$ cat src/rtl/conv_pkg.sv
// Shared constants for the 3x3 Gaussian smoothing stage.
// Purpose: kernel shift amounts, normalisation constants and default widths
// used by conv3x3_gauss and its frame counter.
// Ports: none (package).
package conv_pkg;

  localparam int DEF_PIXEL_W = 8;

  // Kernel [1 2 1; 2 4 2; 1 2 1] is separable into a 1-2-1 row weight and a
  // 1-2-1 column weight, so every tap is a plain left shift.
  localparam int CENTRE_COL_SHIFT = 1;
  localparam int MID_ROW_SHIFT    = 1;

  localparam int NORM_SHIFT  = 4;
  localparam int ROUND_CONST = 8;
  localparam int SUM_W       = 12;

  // Shift applied to a whole row sum: the middle row carries double weight.
  function automatic int row_shift(input int row);
    return (row == 1) ? MID_ROW_SHIFT : 0;
  endfunction

endpackage

$ cat src/rtl/frame_beat_counter.sv
// Counts output beats within a frame and flags the final beat.
// Purpose: tags the last beat of each frame and emits a one-cycle
// frame_done pulse on the cycle after that beat is transferred.
// Ports:
//   clk        clock
//   srst       synchronous active-high reset
//   beat       one completed output transfer this cycle
//   is_last    current beat index is the last one of the frame
//   frame_done registered pulse, high one cycle after the last beat
module frame_beat_counter #(
  parameter int TOTAL_BEATS = 512 * 512
) (
  input  logic clk,
  input  logic srst,
  input  logic beat,
  output logic is_last,
  output logic frame_done
);

  localparam int CNT_W = (TOTAL_BEATS > 1) ? $clog2(TOTAL_BEATS) : 1;
  localparam logic [CNT_W-1:0] LAST_VAL = CNT_W'(TOTAL_BEATS - 1);

  logic [CNT_W-1:0] count_reg;
  logic             frame_done_reg;

  assign is_last    = (count_reg == LAST_VAL);
  assign frame_done = frame_done_reg;

  always_ff @(posedge clk) begin
    if (srst) begin
      count_reg      <= '0;
      frame_done_reg <= 1'b0;
    end else begin
      frame_done_reg <= beat && is_last;
      if (beat) begin
        count_reg <= is_last ? '0 : count_reg + 1'b1;
      end
    end
  end

endmodule

$ cat src/rtl/conv3x3_gauss.sv
// Pipelined 3x3 Gaussian smoothing stage with AXI-Stream on both sides.
// Purpose: consumes one 3x3 window per beat, produces (weighted sum + 8) >> 4
// as one pixel per beat, tags the last pixel of each frame with tlast and
// pulses frame_done after it leaves.
// Ports:
//   s_aclk, s_areset          clock, synchronous active-high reset
//   s_axis_tvalid/tready/tdata window input, p0 at LSBs .. p8 at MSBs
//   m_axis_tvalid/tready/tdata filtered pixel output
//   m_axis_tlast              last pixel of a frame
//   frame_done                one-cycle pulse after the last pixel transfers
module conv3x3_gauss
  import conv_pkg::*;
#(
  parameter int PIXEL_W    = DEF_PIXEL_W,
  parameter int IMG_WIDTH  = 512,
  parameter int IMG_HEIGHT = 512
) (
  input  logic                 s_aclk,
  input  logic                 s_areset,
  input  logic                 s_axis_tvalid,
  output logic                 s_axis_tready,
  input  logic [9*PIXEL_W-1:0] s_axis_tdata,
  output logic                 m_axis_tvalid,
  input  logic                 m_axis_tready,
  output logic [PIXEL_W-1:0]   m_axis_tdata,
  output logic                 m_axis_tlast,
  output logic                 frame_done
);

  // Row sum: 1-2-1 gives up to 4*max, doubled for the middle row -> +3 bits.
  localparam int ROW_W = PIXEL_W + 3;
  // Total of weights is 16 -> +4 bits.
  localparam int TOT_W = PIXEL_W + 4;

  // The whole pipeline moves only when the output register can be emptied;
  // bubbles stay in place so all stages freeze together.
  logic advance;
  assign advance       = !m_axis_tvalid || m_axis_tready;
  assign s_axis_tready = advance && !s_areset;

  // ---------------- S1: weighted row sums ----------------
  logic [ROW_W-1:0] row_sum_next [3];
  logic [ROW_W-1:0] row_sum_reg  [3];
  logic             s1_valid_reg;

  genvar gi;
  generate
    for (gi = 0; gi < 3; gi++) begin : g_row
      logic [ROW_W-1:0] left_px;
      logic [ROW_W-1:0] centre_px;
      logic [ROW_W-1:0] right_px;
      logic [ROW_W-1:0] row_raw;

      assign left_px   = ROW_W'(s_axis_tdata[(3*gi+0)*PIXEL_W +: PIXEL_W]);
      assign centre_px = ROW_W'(s_axis_tdata[(3*gi+1)*PIXEL_W +: PIXEL_W]);
      assign right_px  = ROW_W'(s_axis_tdata[(3*gi+2)*PIXEL_W +: PIXEL_W]);
      assign row_raw   = left_px + (centre_px << CENTRE_COL_SHIFT) + right_px;
      assign row_sum_next[gi] = row_raw << row_shift(gi);
    end
  endgenerate

  // ---------------- S2: total sum ----------------
  logic [TOT_W-1:0] total_next;
  logic [TOT_W-1:0] total_reg;
  logic             s2_valid_reg;

  assign total_next = TOT_W'(row_sum_reg[0]) + TOT_W'(row_sum_reg[1])
                    + TOT_W'(row_sum_reg[2]);

  // ---------------- S3: round, normalise, output register ----------------
  // Maximum total plus rounding still fits TOT_W bits, so no saturation.
  logic [TOT_W-1:0]   rounded;
  logic [PIXEL_W-1:0] pixel_next;
  logic [PIXEL_W-1:0] m_tdata_reg;
  logic               m_tvalid_reg;

  assign rounded    = total_reg + TOT_W'(ROUND_CONST);
  assign pixel_next = rounded[NORM_SHIFT +: PIXEL_W];

  always_ff @(posedge s_aclk) begin
    if (s_areset) begin
      s1_valid_reg <= 1'b0;
      s2_valid_reg <= 1'b0;
      m_tvalid_reg <= 1'b0;
      total_reg    <= '0;
      m_tdata_reg  <= '0;
      for (int i = 0; i < 3; i++) begin
        row_sum_reg[i] <= '0;
      end
    end else if (advance) begin
      s1_valid_reg <= s_axis_tvalid;
      s2_valid_reg <= s1_valid_reg;
      m_tvalid_reg <= s2_valid_reg;
      total_reg    <= total_next;
      m_tdata_reg  <= pixel_next;
      for (int i = 0; i < 3; i++) begin
        row_sum_reg[i] <= row_sum_next[i];
      end
    end
  end

  assign m_axis_tvalid = m_tvalid_reg;
  assign m_axis_tdata  = m_tdata_reg;

  // ---------------- frame tagging ----------------
  // The counter only moves on an output transfer, so tlast (derived from it)
  // is naturally stable while the output is stalled.
  logic beat;
  logic is_last;

  assign beat         = m_tvalid_reg && m_axis_tready;
  assign m_axis_tlast = m_tvalid_reg && is_last;

  frame_beat_counter #(
    .TOTAL_BEATS (IMG_WIDTH * IMG_HEIGHT)
  ) u_frame_beat_counter (
    .clk        (s_aclk),
    .srst       (s_areset),
    .beat       (beat),
    .is_last    (is_last),
    .frame_done (frame_done)
  );

endmodule

$ cat config.mk
export PLATFORM = sky130hd
export DESIGN_NAME = conv3x3_gauss
export DESIGN_NICKNAME = d
export VERILOG_FILES = /design/src/rtl/conv_pkg.sv /design/src/rtl/frame_beat_counter.sv /design/src/rtl/conv3x3_gauss.sv
export SDC_FILE = /design/constraint.sdc
export NUM_CORES = 1
export LEC_CHECK = 0
export ABC_CLOCK_PERIOD_IN_PS = 8050
export BUFFER_PORTS_ARGS = -buffer_cell sky130_fd_sc_hd__buf_2
export CORE_ASPECT_RATIO = 1.75
export CORE_UTILIZATION = 34
export DETAILED_ROUTE_END_ITERATION = 12
export PLACE_DENSITY = 0.59
export SLEW_MARGIN = 20
export SYNTH_ARGS = -nofsm -noshare
export SYNTH_HDL_FRONTEND = slang
export SYNTH_SLANG_ARGS = --single-unit
$ cat constraint.sdc
create_clock -name s_aclk -period 8.05 [get_ports s_aclk]
set_clock_uncertainty 0.05 [all_clocks]
set_input_delay 0.4025 -clock s_aclk [delete_from_list [all_inputs] [get_ports s_aclk]]
set_output_delay 0.4025 -clock s_aclk [all_outputs]
set_load 0.1 [all_outputs]
After elaboration in Yosys (flattened, before gate mapping)
Memories as Yosys holds them, arrays and structs flattened. Cells that the tools add are included.

Bits in writable memories: 33. Bits of input ports: 76. Word-level logic and storage cells: 38. Memories kept: 1. Register bits: 42.

Add/sub/neg operators: 10. Equality and inequality tests: 1. Reduce and logical (&&, ||, !) cells: 7. Bitwise gates (word level): 3. Muxes and demuxes: 9.

Memories: row_sum_reg (depth 3, bits a word 11, rd ports 3, clocked after Yosys merged registers in 0, write ports 3, RTL line conv3x3_gauss.sv:43) `logic [ROW_W-1:0] row_sum_reg [3];`.

Operators with widths (count): $mux 11 (3); $add 8x9->10 (3); $add 10x8->11 (2); $add 18x1->18 const B (1); $eq 18x18->1 const B (1); $mux 18 (1); $add 11x11->12 (1); $add 12x11->12 (1); $add 12x4->12 const B (1); $add 10x8->10 (1); $mux 1 (5); $logic_and 1x1->1 (4); $or 1x1->1 (3); $logic_not 1->1 (2); $logic_or 1x1->1 (1).

Depth between registers and ports, before layout
Depth in word-level cells: 6. Mapped depth: 10. Mapped depth without buffers: 10.

Hierarchy
Synthesis repeated with hierarchy kept, for this count alone.

Cells, all modules: 455. Area total of the unflattened synthesis: 4747.1 um^2.

Modules (own cells, without submodules): conv3x3_gauss (cells each 354, seq. area each 1301.2 um^2, times used 1, area an instance 3868.7 um^2); frame_beat_counter (cells each 101, seq. area each 380.4 um^2, times used 1, area an instance 878.3 um^2).

Worst setup path before layout
OpenSTA, ideal clock, no wires.

Path type: input to register. From: input s_axis_tdata[1]. To: memory row_sum_reg[0][9] (netlist bit) (data pin). Data arrival time: 2599 ps. Required time: 7746 ps. Stages on the path: 10. Path buffers: 0. Path slack: 5147 ps. Cell sequence: inv_1 fa_1 inv_1 ha_1 fa_1 a21o_1 a21o_1 a2111oi_0 nor3b_1 o21a_1.

RTL lines: start: declaration (RTL line conv3x3_gauss.sv:22) `input logic [9*PIXEL_W-1:0] s_axis_tdata,`; end: declaration (RTL line conv3x3_gauss.sv:43).

Worst setup path after layout
From: register u_frame_beat_counter.count_reg[3]. To: output m_axis_tlast.

Longest elaborated chain between the ends: 2.

Ends and longest elaborated chain: start: declaration (RTL line frame_beat_counter.sv:23) `logic [CNT_W-1:0] count_reg;`; start signal: assignment (RTL line frame_beat_counter.sv:36) `count_reg <= is_last ? '0 : count_reg + 1'b1;`; $eq 18x18->1 (RTL line frame_beat_counter.sv:26) `assign is_last = (count_reg == LAST_VAL);`; $logic_and 1x1->1 (RTL line conv3x3_gauss.sv:112) `assign m_axis_tlast = m_tvalid_reg && is_last;`; end: declaration (RTL line conv3x3_gauss.sv:26) `output logic m_axis_tlast,`.

Every way passes these cells.

==> impl_metrics.env <==
export IMPL_place_hpwl_um=7970
export IMPL_antenna_cells=0
export IMPL_worst_hold_path_type="primary input to flop"
export IMPL_syn2layout_area_growth_pct=20.2
export IMPL_finalCritPeriodShare=0.359
export IMPL_fill_cells=1332
export IMPL_cts_reportedPaths_clkPinSlew_ps=50
export IMPL_relSlewSlack=0.562
export IMPL_crit_path_end_kind="output pin"
export IMPL_synth_nets=592
export IMPL_first_pass_iters=4
export IMPL_clock_sinks=69
export IMPL_largest_reg_flops=30
export IMPL_h_tree_depth=3
export IMPL_die_h_um=156
export IMPL_synthFlopType="dfxtp_1"
export IMPL_max_freq_ghz=0.346
export IMPL_crit_cells=5
export IMPL_grt_usage=0.150
export IMPL_rr_worst_depth=7
export IMPL_drtAntennaViolNets=0
export IMPL_cts_root_buf="clkbuf_16"
export IMPL_max_slew_worst_pin_slew_ps=653
export IMPL_clkLatencyLatePin_ps=320
export IMPL_dp_cells=696
export IMPL_wl_per_cell_um=13.9
export IMPL_overflow=0
export IMPL_antenna_found_initial=0
export IMPL_post_cts_setup_buffers=0
export IMPL_synthCells=445
export IMPL_row_count=56
export IMPL_p_leak_uw=0.00245
export IMPL_coreArea_um2=13300
export IMPL_start_util=0.347
export IMPL_report_final_slew_viol_count=0
export IMPL_drt_iter0_drc=119
export IMPL_synth_avg_cell_area_um2=10.4
export IMPL_path_cells="and4_1 > nand4_1 > nor3_1 > and2_1 > buf_2"
export IMPL_dieArea_um2=14100
export IMPL_cp_num_buf_inv=1
export IMPL_setup_viol=0
export IMPL_drv_cap=0
export IMPL_synth_edf_count=30
export IMPL_dr_total_vias=3552
export IMPL_critical_path_arrival_ps=2440
export IMPL_vdd_drop_max_mv=0.102
export IMPL_die_w_um=90.1
export IMPL_grt_pass1_wl_um=16800
export IMPL_cp_max_fo=11
export IMPL_yosysWarnings=0
export IMPL_synth_cell_types=52
export IMPL_cp_required_ps=7600
export IMPL_io_pins=88
export IMPL_finalCriticalPeriod_ps=2890
export IMPL_hold_depth=2
export IMPL_cts_resized=0
export IMPL_critPathTopFamily="simple AND/OR/NAND/NOR gates"
export IMPL_final_hold_violation_count=0
export IMPL_placed_cell_area_um2=5230
export IMPL_crit_type="flop to output pin"
export IMPL_grt_max_degree=35
export IMPL_cp_start_kind="flop"
export IMPL_powerDensity_nw_per_um2=249
export IMPL_final_nets=680
export IMPL_yosys_register_bits=69
export IMPL_drive_gt1_frac=0.212
export IMPL_holdBufCountCts=0
export IMPL_gp_congestion=0.806
export IMPL_portBuffers=87
export IMPL_syn_area_um2=4620
export IMPL_wl_um=9920
export IMPL_numCtsBuffers=9
export IMPL_finalNonFillerCells=712
export IMPL_tritoncts="done"
export IMPL_crit_slowest_cell="nand4_1"
export IMPL_max_stage_delay_ps=440
export IMPL_ys_seq_area_frac=0.364
export IMPL_remaining_drc_errors=0
export IMPL_fin_area_um2=5560
export IMPL_grt_pass1_vias=3648
export IMPL_fin_setup_tns_ps=0
export IMPL_synthArstFlopShare=0
export IMPL_status="complete, no violations"
export IMPL_routed_via_density=4.99
export IMPL_clockBufferDepth=2
export IMPL_rsz0062_at_grt="false"
## cells in the mapped netlist, drive strengths merged (2+ instances only)
| cell | count | area, um^2 |
|---|---|---|
| nor3 | 9 | 45.0 |
| fa | 33 | 661 |
| o21a | 8 | 60.1 |
| a22o | 5 | 43.8 |
| nand4 | 6 | 37.5 |
| and3 | 16 | 105 |
| or4b | 2 | 20.0 |
| or3 | 11 | 68.8 |
| nor3b | 6 | 45.0 |
| buf | 6 | 37.5 |
| a21oi | 20 | 100 |
| and2 | 2 | 13.8 |
| ha | 38 | 475 |
| o21bai | 3 | 22.5 |
| xnor2 | 16 | 140 |
| a2111oi | 3 | 26.3 |
| clkbuf | 6 | 22.5 |
| nor2 | 34 | 128 |
| xor2 | 18 | 158 |
| nand3 | 15 | 75.1 |
| inv | 24 | 90.1 |
| nand2b | 2 | 12.5 |
| nand2 | 25 | 96.4 |
| nand4b | 2 | 17.5 |
| a21o | 8 | 60.1 |
| o21ai | 27 | 135 |
| nor2b | 5 | 31.3 |
| dfxtp | 39 | 781 |
| edfxtp | 30 | 901 |
| and4 | 2 | 17.5 |
| a31oi | 7 | 43.8 |
## metal layers
layer | global-route usage | vias to the layer above | routed length (um) | share of wire
met5 | 0 | - | 0 | 0
met4 | 0.0829 | 0 | 381 | 0.038
met2 | 0.278 | 98 | 5310 | 0.53
met3 | 0.0248 | 23 | 356 | 0.036
li1 | - | 1770 | - | -
met1 | 0.159 | 1661 | 3880 | 0.39
## where the power goes
group	leakage [uW]	internal [uW]	total (uW)	switching (uW)
combinational	0.00162	208	496	288
clock	0.000161	273	413	140
sequential	0.000664	433	475	41.2
## kinds of logic (layout without fill, tap and decap cells)
logic type	Yosys count	count (layout)	synth area share
AND/OR/NAND/NOR	143	143	0.165
AO/OA/AOI/OAI	91	91	0.128
adder cells (fa/ha/maj)	71	71	0.246
flip-flops	69	69	0.364
buffers and inverters	37	130	0.0333
XOR/XNOR	34	34	0.0644
## final timing paths
| check | from | endpoint | slack, ps |
|---|---|---|---|
| worst max-delay path | u_frame_beat_counter.count_reg[3] | m_axis_tlast | 5160 |
| worst min-delay path | s_axis_tvalid | s1_valid_reg | 260 |
| worst max register to register | row_sum_reg[0][2] | total_reg[9] | 5530 |
| worst min register to register | m_axis_tdata[7] | m_axis_tdata[7] | 400 |
## per-stage QoR
step                 util  setup WS [ps]  power (uW)  hold slack (ps)
floorplan               -           5150         860              377
detailed placement  0.393           4910         983              394
finish              0.417           5160        1380              257
CTS                 0.417           5160        1400              252
global placement    0.393           4970         972              394
global route        0.417           5000        1480              272
## final cells by class
type	instances	area [um^2]	share of cell area
Clock buffer	15	322	0.0579
Inverter	25	93.8	0.0169
Timing Repair Buffer	89	450	0.0810
Sequential cell	69	1680	0.303
Multi-Input combinational cell	339	2790	0.502
Tap cell	174	218	0.0392
Clock inverter	1	5.00	0.000900
## placed cells by master, fill, tap and decap left out, types with 9 or more instances in the layout
cell       synthesis  final
clkbuf_16          0     12
nor2_1            34     34
xnor2_1           16     16
inv_1             24     23
edfxtp_1          30     30
and3_1            15     15
ha_1              38     38
nand2_1           24     24
o21ai_0           27     27
xor2_1            18     18
nand3_1           15     15
nor3_1             9      9
buf_2              3     87
or3_1             11     11
dfxtp_1           39     39
fa_1              33     33
a21oi_1           20     20
Power figures use the tool's default switching activity.
